--- src/rtl/alu_seq_if.sv ---
// Handshake and operand/result bundle between the control unit and alu_seq.
// The master side issues requests; the slave side (the ALU) returns results and status.
interface alu_seq_if #(
  parameter int unsigned WIDTH = 16
);
  logic             start;
  logic [WIDTH-1:0] in1;
  logic [WIDTH-1:0] in2;
  logic [2:0]       alu_ct;
  logic [1:0]       flag_ctl;
  logic [WIDTH-1:0] result;
  logic             carry;
  logic             zero;
  logic             busy;
  logic             done;
  logic             illegal;

  modport master (
    output start, in1, in2, alu_ct, flag_ctl,
    input  result, carry, zero, busy, done, illegal
  );

  modport slave (
    input  start, in1, in2, alu_ct, flag_ctl,
    output result, carry, zero, busy, done, illegal
  );
endinterface

--- src/rtl/alu_seq.sv ---
// Registered execute-stage ALU: single-cycle logic/arith/shift ops plus a
// WIDTH-cycle shift-add multiplier, with persistent carry/zero flag registers.
module alu_seq #(
  parameter int unsigned WIDTH = 16,
  parameter int unsigned CW    = $clog2(WIDTH + 1)
) (
  input logic      clk,
  input logic      rst,
  alu_seq_if.slave bus
);

  localparam logic [2:0] OpAdd  = 3'b000;
  localparam logic [2:0] OpNand = 3'b001;
  localparam logic [2:0] OpSub  = 3'b010;
  localparam logic [2:0] OpXor  = 3'b011;
  localparam logic [2:0] OpShl  = 3'b100;
  localparam logic [2:0] OpMul  = 3'b101;

  typedef enum logic [0:0] {StIdle, StMul} state_e;

  state_e             state_q, state_d;
  logic [WIDTH-1:0]   result_q, result_d;
  logic               carry_q, carry_d;
  logic               zero_q, zero_d;
  logic               done_q, done_d;
  logic               illegal_q, illegal_d;
  logic [2*WIDTH-1:0] acc_q, acc_d;
  logic [2*WIDTH-1:0] mcand_q, mcand_d;
  logic [WIDTH-1:0]   mplier_q, mplier_d;
  logic [CW-1:0]      cnt_q, cnt_d;
  // flag_ctl is free to change during MUL, so it is captured at start
  logic [1:0]         fctl_q, fctl_d;

  logic [WIDTH:0]     add_sum;
  logic [2*WIDTH-1:0] shl_ext;
  logic [CW-1:0]      sh_amt;
  logic [WIDTH-1:0]   op_res;
  logic               op_cy;
  logic               op_has_cy;
  logic               op_ill;
  logic [2*WIDTH-1:0] acc_step;
  logic               last_iter;

  // Single-cycle datapath: result and carry candidate for the presented opcode
  always_comb begin
    sh_amt    = bus.in2[CW-1:0];
    add_sum   = {1'b0, bus.in1} + {1'b0, bus.in2};
    // Zero-extended shift: bit WIDTH is the last bit shifted out, and any
    // amount >= WIDTH leaves the low half empty.
    shl_ext   = {{WIDTH{1'b0}}, bus.in1} << sh_amt;
    op_res    = '0;
    op_cy     = 1'b0;
    op_has_cy = 1'b0;
    op_ill    = 1'b0;
    case (bus.alu_ct)
      OpAdd: begin
        op_res    = add_sum[WIDTH-1:0];
        op_cy     = add_sum[WIDTH];
        op_has_cy = 1'b1;
      end
      OpNand: op_res = ~(bus.in1 & bus.in2);
      OpSub: begin
        op_res    = bus.in1 - bus.in2;
        op_cy     = (bus.in1 >= bus.in2);
        op_has_cy = 1'b1;
      end
      OpXor: op_res = bus.in1 ^ bus.in2;
      OpShl: begin
        op_res    = shl_ext[WIDTH-1:0];
        op_cy     = shl_ext[WIDTH];
        op_has_cy = 1'b1;
      end
      OpMul: op_ill = 1'b0;
      default: op_ill = 1'b1;
    endcase
  end

  // One shift-add multiplier iteration and the final-iteration detect
  always_comb begin
    acc_step  = acc_q + (mplier_q[0] ? mcand_q : '0);
    last_iter = (cnt_q == CW'(WIDTH - 1));
  end

  // Next-state, result and flag update logic
  always_comb begin
    state_d   = state_q;
    result_d  = result_q;
    carry_d   = carry_q;
    zero_d    = zero_q;
    done_d    = 1'b0;
    illegal_d = 1'b0;
    acc_d     = acc_q;
    mcand_d   = mcand_q;
    mplier_d  = mplier_q;
    cnt_d     = cnt_q;
    fctl_d    = fctl_q;
    case (state_q)
      StIdle: begin
        if (bus.start) begin
          if (bus.alu_ct == OpMul) begin
            acc_d    = '0;
            mcand_d  = {{WIDTH{1'b0}}, bus.in1};
            mplier_d = bus.in2;
            cnt_d    = '0;
            fctl_d   = bus.flag_ctl;
            state_d  = StMul;
          end else begin
            done_d    = 1'b1;
            illegal_d = op_ill;
            result_d  = op_ill ? '0 : op_res;
            if (!op_ill) begin
              if (bus.flag_ctl[1] && op_has_cy) carry_d = op_cy;
              if (bus.flag_ctl[0])              zero_d  = (op_res == '0);
            end
          end
        end
      end
      StMul: begin
        acc_d    = acc_step;
        mcand_d  = mcand_q << 1;
        mplier_d = mplier_q >> 1;
        cnt_d    = cnt_q + CW'(1);
        if (last_iter) begin
          state_d  = StIdle;
          done_d   = 1'b1;
          result_d = acc_step[WIDTH-1:0];
          if (fctl_q[1]) carry_d = |acc_step[2*WIDTH-1:WIDTH];
          if (fctl_q[0]) zero_d  = (acc_step[WIDTH-1:0] == '0);
        end
      end
      default: state_d = StIdle;
    endcase
  end

  // State registers; reset aborts any multiply in flight
  always_ff @(posedge clk or posedge rst) begin
    if (rst) begin
      state_q   <= StIdle;
      result_q  <= '0;
      carry_q   <= 1'b0;
      zero_q    <= 1'b0;
      done_q    <= 1'b0;
      illegal_q <= 1'b0;
      acc_q     <= '0;
      mcand_q   <= '0;
      mplier_q  <= '0;
      cnt_q     <= '0;
      fctl_q    <= '0;
    end else begin
      state_q   <= state_d;
      result_q  <= result_d;
      carry_q   <= carry_d;
      zero_q    <= zero_d;
      done_q    <= done_d;
      illegal_q <= illegal_d;
      acc_q     <= acc_d;
      mcand_q   <= mcand_d;
      mplier_q  <= mplier_d;
      cnt_q     <= cnt_d;
      fctl_q    <= fctl_d;
    end
  end

  assign bus.result  = result_q;
  assign bus.carry   = carry_q;
  assign bus.zero    = zero_q;
  assign bus.busy    = (state_q == StMul);
  assign bus.done    = done_q;
  assign bus.illegal = illegal_q;

endmodule

--- src/flat_wrapper.sv ---
// flat-port wrapper written by rule: the top's interface ports become plain ports
module alu_seq_flat 
#(
  parameter int unsigned WIDTH = 16,
  parameter int unsigned CW    = $clog2(WIDTH + 1)
)
  (clk, rst, bus_start, bus_in1, bus_in2, bus_alu_ct, bus_flag_ctl, bus_result, bus_carry, bus_zero, bus_busy, bus_done, bus_illegal);
  alu_seq_if #(.WIDTH(WIDTH)) bus_i ();
  input logic clk;
  input logic rst;
  input wire logic [$bits(bus_i.start)-1:0] bus_start;
  input wire logic [$bits(bus_i.in1)-1:0] bus_in1;
  input wire logic [$bits(bus_i.in2)-1:0] bus_in2;
  input wire logic [$bits(bus_i.alu_ct)-1:0] bus_alu_ct;
  input wire logic [$bits(bus_i.flag_ctl)-1:0] bus_flag_ctl;
  output wire logic [$bits(bus_i.result)-1:0] bus_result;
  output wire logic [$bits(bus_i.carry)-1:0] bus_carry;
  output wire logic [$bits(bus_i.zero)-1:0] bus_zero;
  output wire logic [$bits(bus_i.busy)-1:0] bus_busy;
  output wire logic [$bits(bus_i.done)-1:0] bus_done;
  output wire logic [$bits(bus_i.illegal)-1:0] bus_illegal;
  assign bus_i.start = bus_start;
  assign bus_i.in1 = bus_in1;
  assign bus_i.in2 = bus_in2;
  assign bus_i.alu_ct = bus_alu_ct;
  assign bus_i.flag_ctl = bus_flag_ctl;
  assign bus_result = bus_i.result;
  assign bus_carry = bus_i.carry;
  assign bus_zero = bus_i.zero;
  assign bus_busy = bus_i.busy;
  assign bus_done = bus_i.done;
  assign bus_illegal = bus_i.illegal;
  alu_seq #(.WIDTH(WIDTH), .CW(CW)) u_core (.clk(clk), .rst(rst), .bus(bus_i));
endmodule
--- config.mk ---
export PLATFORM = sky130hd
export DESIGN_NAME = alu_seq_flat
export DESIGN_NICKNAME = d
export VERILOG_FILES = /design/src/rtl/alu_seq_if.sv /design/src/rtl/alu_seq.sv /design/src/flat_wrapper.sv
export SDC_FILE = /design/constraint.sdc
export NUM_CORES = 1
export LEC_CHECK = 0
export ABC_AREA = 1
export CAP_MARGIN = 20
export CORE_MARGIN = 5
export CORE_UTILIZATION = 45
export CTS_CLUSTER_DIAMETER = 150
export DETAILED_ROUTE_END_ITERATION = 12
export GPL_TIMING_DRIVEN = 0
export PLACE_DENSITY = 0.72
export SLEW_MARGIN = 20
export SYNTH_ARGS = -nofsm -noshare
export SYNTH_HDL_FRONTEND = slang
export SYNTH_SLANG_ARGS = --single-unit
--- constraint.sdc ---
create_clock -name clk -period 7.7 [get_ports clk]
set_input_delay 1.54 -clock clk [delete_from_list [all_inputs] [get_ports clk]]
set_output_delay 1.54 -clock clk [all_outputs]
set_load 0.01 [all_outputs]
==> flow_summary_export.csv <==
group,metric,value,unit
cells_and_area,final_cell_mix,"nand2_1 (642), inv_1 (301), nor2_1 (151)",
timing,hold_violations,0,
global_route,grt_pass1_vias,10870,
detailed_routing,routed_wl,36720,um
detailed_routing,first_pass_iters,5,
global_route,grt_max_degree,77,
global_route,overflow,0,
global_route,met3_usage,0.02936,
yosys,ys_seq_area_frac,0.2581,
yosys,avgSynthCellArea,5.980,um^2
timing,rsz0062_at_grt,"no",
cells_and_area,final_common_cell,"nand2_1",
detailed_routing,vias,11330,
clock_network,post_cts_buffers,0,
power,pwr-share-clk,0.154,
placed_design,place.gp.congestion,0.9816,
power,pwr-share-seq,0.319,
setup_path,endpoint_kind,"flip-flop",
clock_network,clock_latency,0.36,ns
setup_path,regToRegSetupSlack,4.35,ns
setup_path,cp-start-kind,"input pin",
detailed_routing,drc_errors,0,
timing,maxSlewHeadroom,0.4633,
power,swShare,0.4650,
yosys,syn_area,10470,um^2
job,cap_violations,0,
timing,fin_skew,0.01555,ns
placed_design,io_buffers,58,
min_path,min_from,"u_core.bus.result[15]$_DFFE_PP0P_",
power,peakVddDrop,121.9,uV
cells_and_area,layout.nets,1931,
detailed_routing,wire_per_inst,17.18,um
global_route,grt_pass1_wl,57850,um
cells_and_area,instances_no_fill,2137,
power,p_per_area,246.5,nW/um^2
yosys,netlist-cell-type-count,45,
floorplan,boundaryPins,61,
clock_network,cts_buffer_depth,2,
timing,max_freq,0.2175,GHz
floorplan,core_region_area,22780,um^2
power,p_int,1.550,mW
yosys,syn_nets,1861,
cells_and_area,antennaDiodeCount,0,
clock_network,cts_buffers,9,
setup_path,critical_path_arrival,4.88,ns
timing,fin_crit_sh,0.5971,
clock_network,tritoncts,"done",
detailed_routing,vias_per_cell,5.302,
global_route,antenna_found_initial,1,
floorplan,rows,55,
cells_and_area,multiInputGateArea,6331,um^2
floorplan,dieArea,26420,um^2
power,p_leak,6.569,nW
setup_path,r2r_start,"u_core.mplier_q[0]$_DFFE_PP0P_",
cells_and_area,seqCellArea,2703,um^2
timing,slew_violations,0,
cells_and_area,area_growth,12.24,%
yosys,yosysWarnings,0,
global_route,grt-busiest-layer,"met2",
setup_path,timing.rr.end,"u_core.bus.carry$_DFFE_PP0P_",
global_route,grtUsageMet1,0.3809,
clock_network,cts_num_sinks,108,
clock_network,h-tree-depth,3,
clock_network,clk_pin_slew_worst_paths,0.07,ns
setup_path,worstSetupPathType,"in2reg",
clock_network,cts-hold-fix-buffers,0,
cells_and_area,fill_cells,2392,
cells_and_area,drive_above_1_share,0.04221,
timing,fin_crit,4.598,ns
timing,fin_tns_setup,0,ns
clock_network,clockRootBuffer,"clkbuf_16",
setup_path,crit_required,7.98,ns
floorplan,start_util,0.4597,
yosys,synth_cells,1751,
placed_design,place_hpwl,30750,um
power,p_sw,1.347,mW
setup_path,crit_fanout,10,
power,power_frac_comb,0.526,
floorplan,die_w,162.5,um
timing,setup_viol,0,
floorplan,die_y,162.5,um
min_path,hold_depth,2,
global_route,grt_use_met2,0.4600,
timing,tightest_slew,0.8051,ns
status,outcome,"finished clean",
clock_network,cts_resized,0,
detailed_routing,drt-initial-drc-count,1000,
yosys,ys_seq_elements,108,
min_path,hold_path.class,"reg2reg",
global_route,grt_use_total,0.2771,
setup_path,ff2ff_path_depth,22,
min_path,hold_path_end,"u_core.bus.result[15]$_DFFE_PP0P_",
detailed_routing,final_antenna_net_count,0,
placed_design,dp.cells,2123,
-- power groups by stage --
stage                     registers, mW  logic (mW)  clock network [mW]
after detailed placement          0.930        1.50                   0
after floorplan                   0.921       0.957                   0
final                             0.924        1.53               0.447
after CTS                         0.923        1.51               0.452
after global placement            0.927        1.48                   0
after global routing              0.950        1.68               0.478
-- critical path, stage by stage --
cell	delay [ns]
clkdlybuf4s50_1	0.52
inv_1	0.15
clkbuf_1	0.48
ha_1	0.33
buf_4	0.17
inv_1	0.11
nand2_1	0.06
nand2_1	0.16
nand3_1	0.10
nand2_1	0.14
o21ai_0	0.08
o21ai_0	0.37
inv_1	0.10
nor2_1	0.11
nand2_1	0.06
nor2_1	0.13
nand3_1	0.11
a21oi_1	0.14
-- layer usage --
metal / vias up / wire, um
li1: 5664 / -
met1: 5216 / 16570
met2: 386 / 16770
met3: 63 / 2246
met4: 2 / 1116
met5: - / 8
-- worst max-delay path by stage --
stage	from	end	slack (ns)	cells after the start
2_1_floorplan	rst	u_core.acc_q[0]$_DFFE_PP0P_	3.31	1
3_3_place_gp	rst	u_core.bus.done$_DFF_PP0_	1.67	2
3_5_place_dp	bus_in2[2]	u_core.bus.zero$_DFFE_PP0P_	2.81	18
4_1_cts	bus_in2[2]	u_core.bus.zero$_DFFE_PP0P_	3.19	18
5_1_grt	bus_in2[2]	u_core.bus.zero$_DFFE_PP0P_	2.86	18
6_report	bus_in2[2]	u_core.bus.zero$_DFFE_PP0P_	3.10	18
-- state kept, by name, indices dropped and copies added, names as in the netlist, 2 cells and up --
| register | count |
|---|---|
| u_core.acc_q | 32 |
| u_core.mcand_q | 32 |
| u_core.bus.result | 16 |
| u_core.mplier_q | 16 |
| u_core.cnt_q | 5 |
| u_core.fctl_q | 2 |
-- logic make-up (layout without fill, tap and decap cells) --
family,after synthesis,in the layout,share of synthesized area
flops,108,108,0.2581
buf+inv,365,438,0.1373
simple gates,988,988,0.3869
compound gates,209,209,0.1226
xor+xnor,10,10,0.008365
mux,1,1,0.0009559
fa+ha+maj,70,70,0.08579
-- layout make-up --
| class | instances | share of cell area |
|---|---|---|
| inverter | 311 | 0.09986 |
| tap | 313 | 0.03332 |
| timing repair buffer | 59 | 0.05174 |
| clock buffer | 9 | 0.01916 |
| buffer | 54 | 0.02289 |
| sequential | 108 | 0.2300 |
| multi-input combinational | 1278 | 0.5387 |
| clock inverter | 5 | 0.004365 |
-- synth_stat cells --
cell type  number  share of area
and2_1          3         0.0018
fa_1            3         0.0057
a22oi_1         3         0.0022
nand3_1       133          0.064
nor2_1        151          0.054
a21oi_1        55          0.026
nand3b_1        4         0.0029
ha_1           67          0.080
o211ai_1        7         0.0050
nor2_4          2         0.0022
buf_2          22          0.011
nand4_1        24          0.014
a21oi_2         2         0.0017
o22ai_1        20          0.012
nor2_2          5         0.0030
o21bai_1        5         0.0036
clkbuf_2        1        0.00048
buf_1           1        0.00036
o21ai_0        58          0.028
xor2_1          3         0.0025
or2_2           7         0.0042
nand3_2         3         0.0029
or2_1           1        0.00060
buf_6           3         0.0032
a221oi_1        1        0.00084
inv_2           8         0.0029
mux2i_1         1        0.00096
nand2_1       642           0.23
nor4_1          2         0.0012
xnor2_1         7         0.0059
a21boi_1        1        0.00072
nand2_2         2         0.0012
buf_4           4         0.0029
dfrtp_1       108           0.26
o211a_1         1        0.00096
a31oi_1        17          0.010
nor3_1          8         0.0038
clkbuf_1       23         0.0082
a22o_1          9         0.0075
o2111ai_1       1        0.00084
inv_1         302           0.11
o21ai_1         3         0.0014
nand2_4         1         0.0011
clkinv_2        1        0.00048
o221ai_1       26          0.022
-- per-stage QoR --
stage          setup slack (ns)    util  power, mW  hold WS, ns  cell area (um^2)
4_1_cts                   3.190  0.5160      2.886       0.4880             11750
2_1_floorplan             3.314       -      1.878       0.4417             10470
3_5_place_dp              2.813  0.5038      2.433       0.4709             11480
6_report                  3.102  0.5160      2.897       0.4933             11750
5_1_grt                   2.858  0.5160      3.112       0.5167             11750
3_3_place_gp              1.674  0.5024      2.407       0.4580             11440
Note: power is estimated with default switching activity, not from simulation.
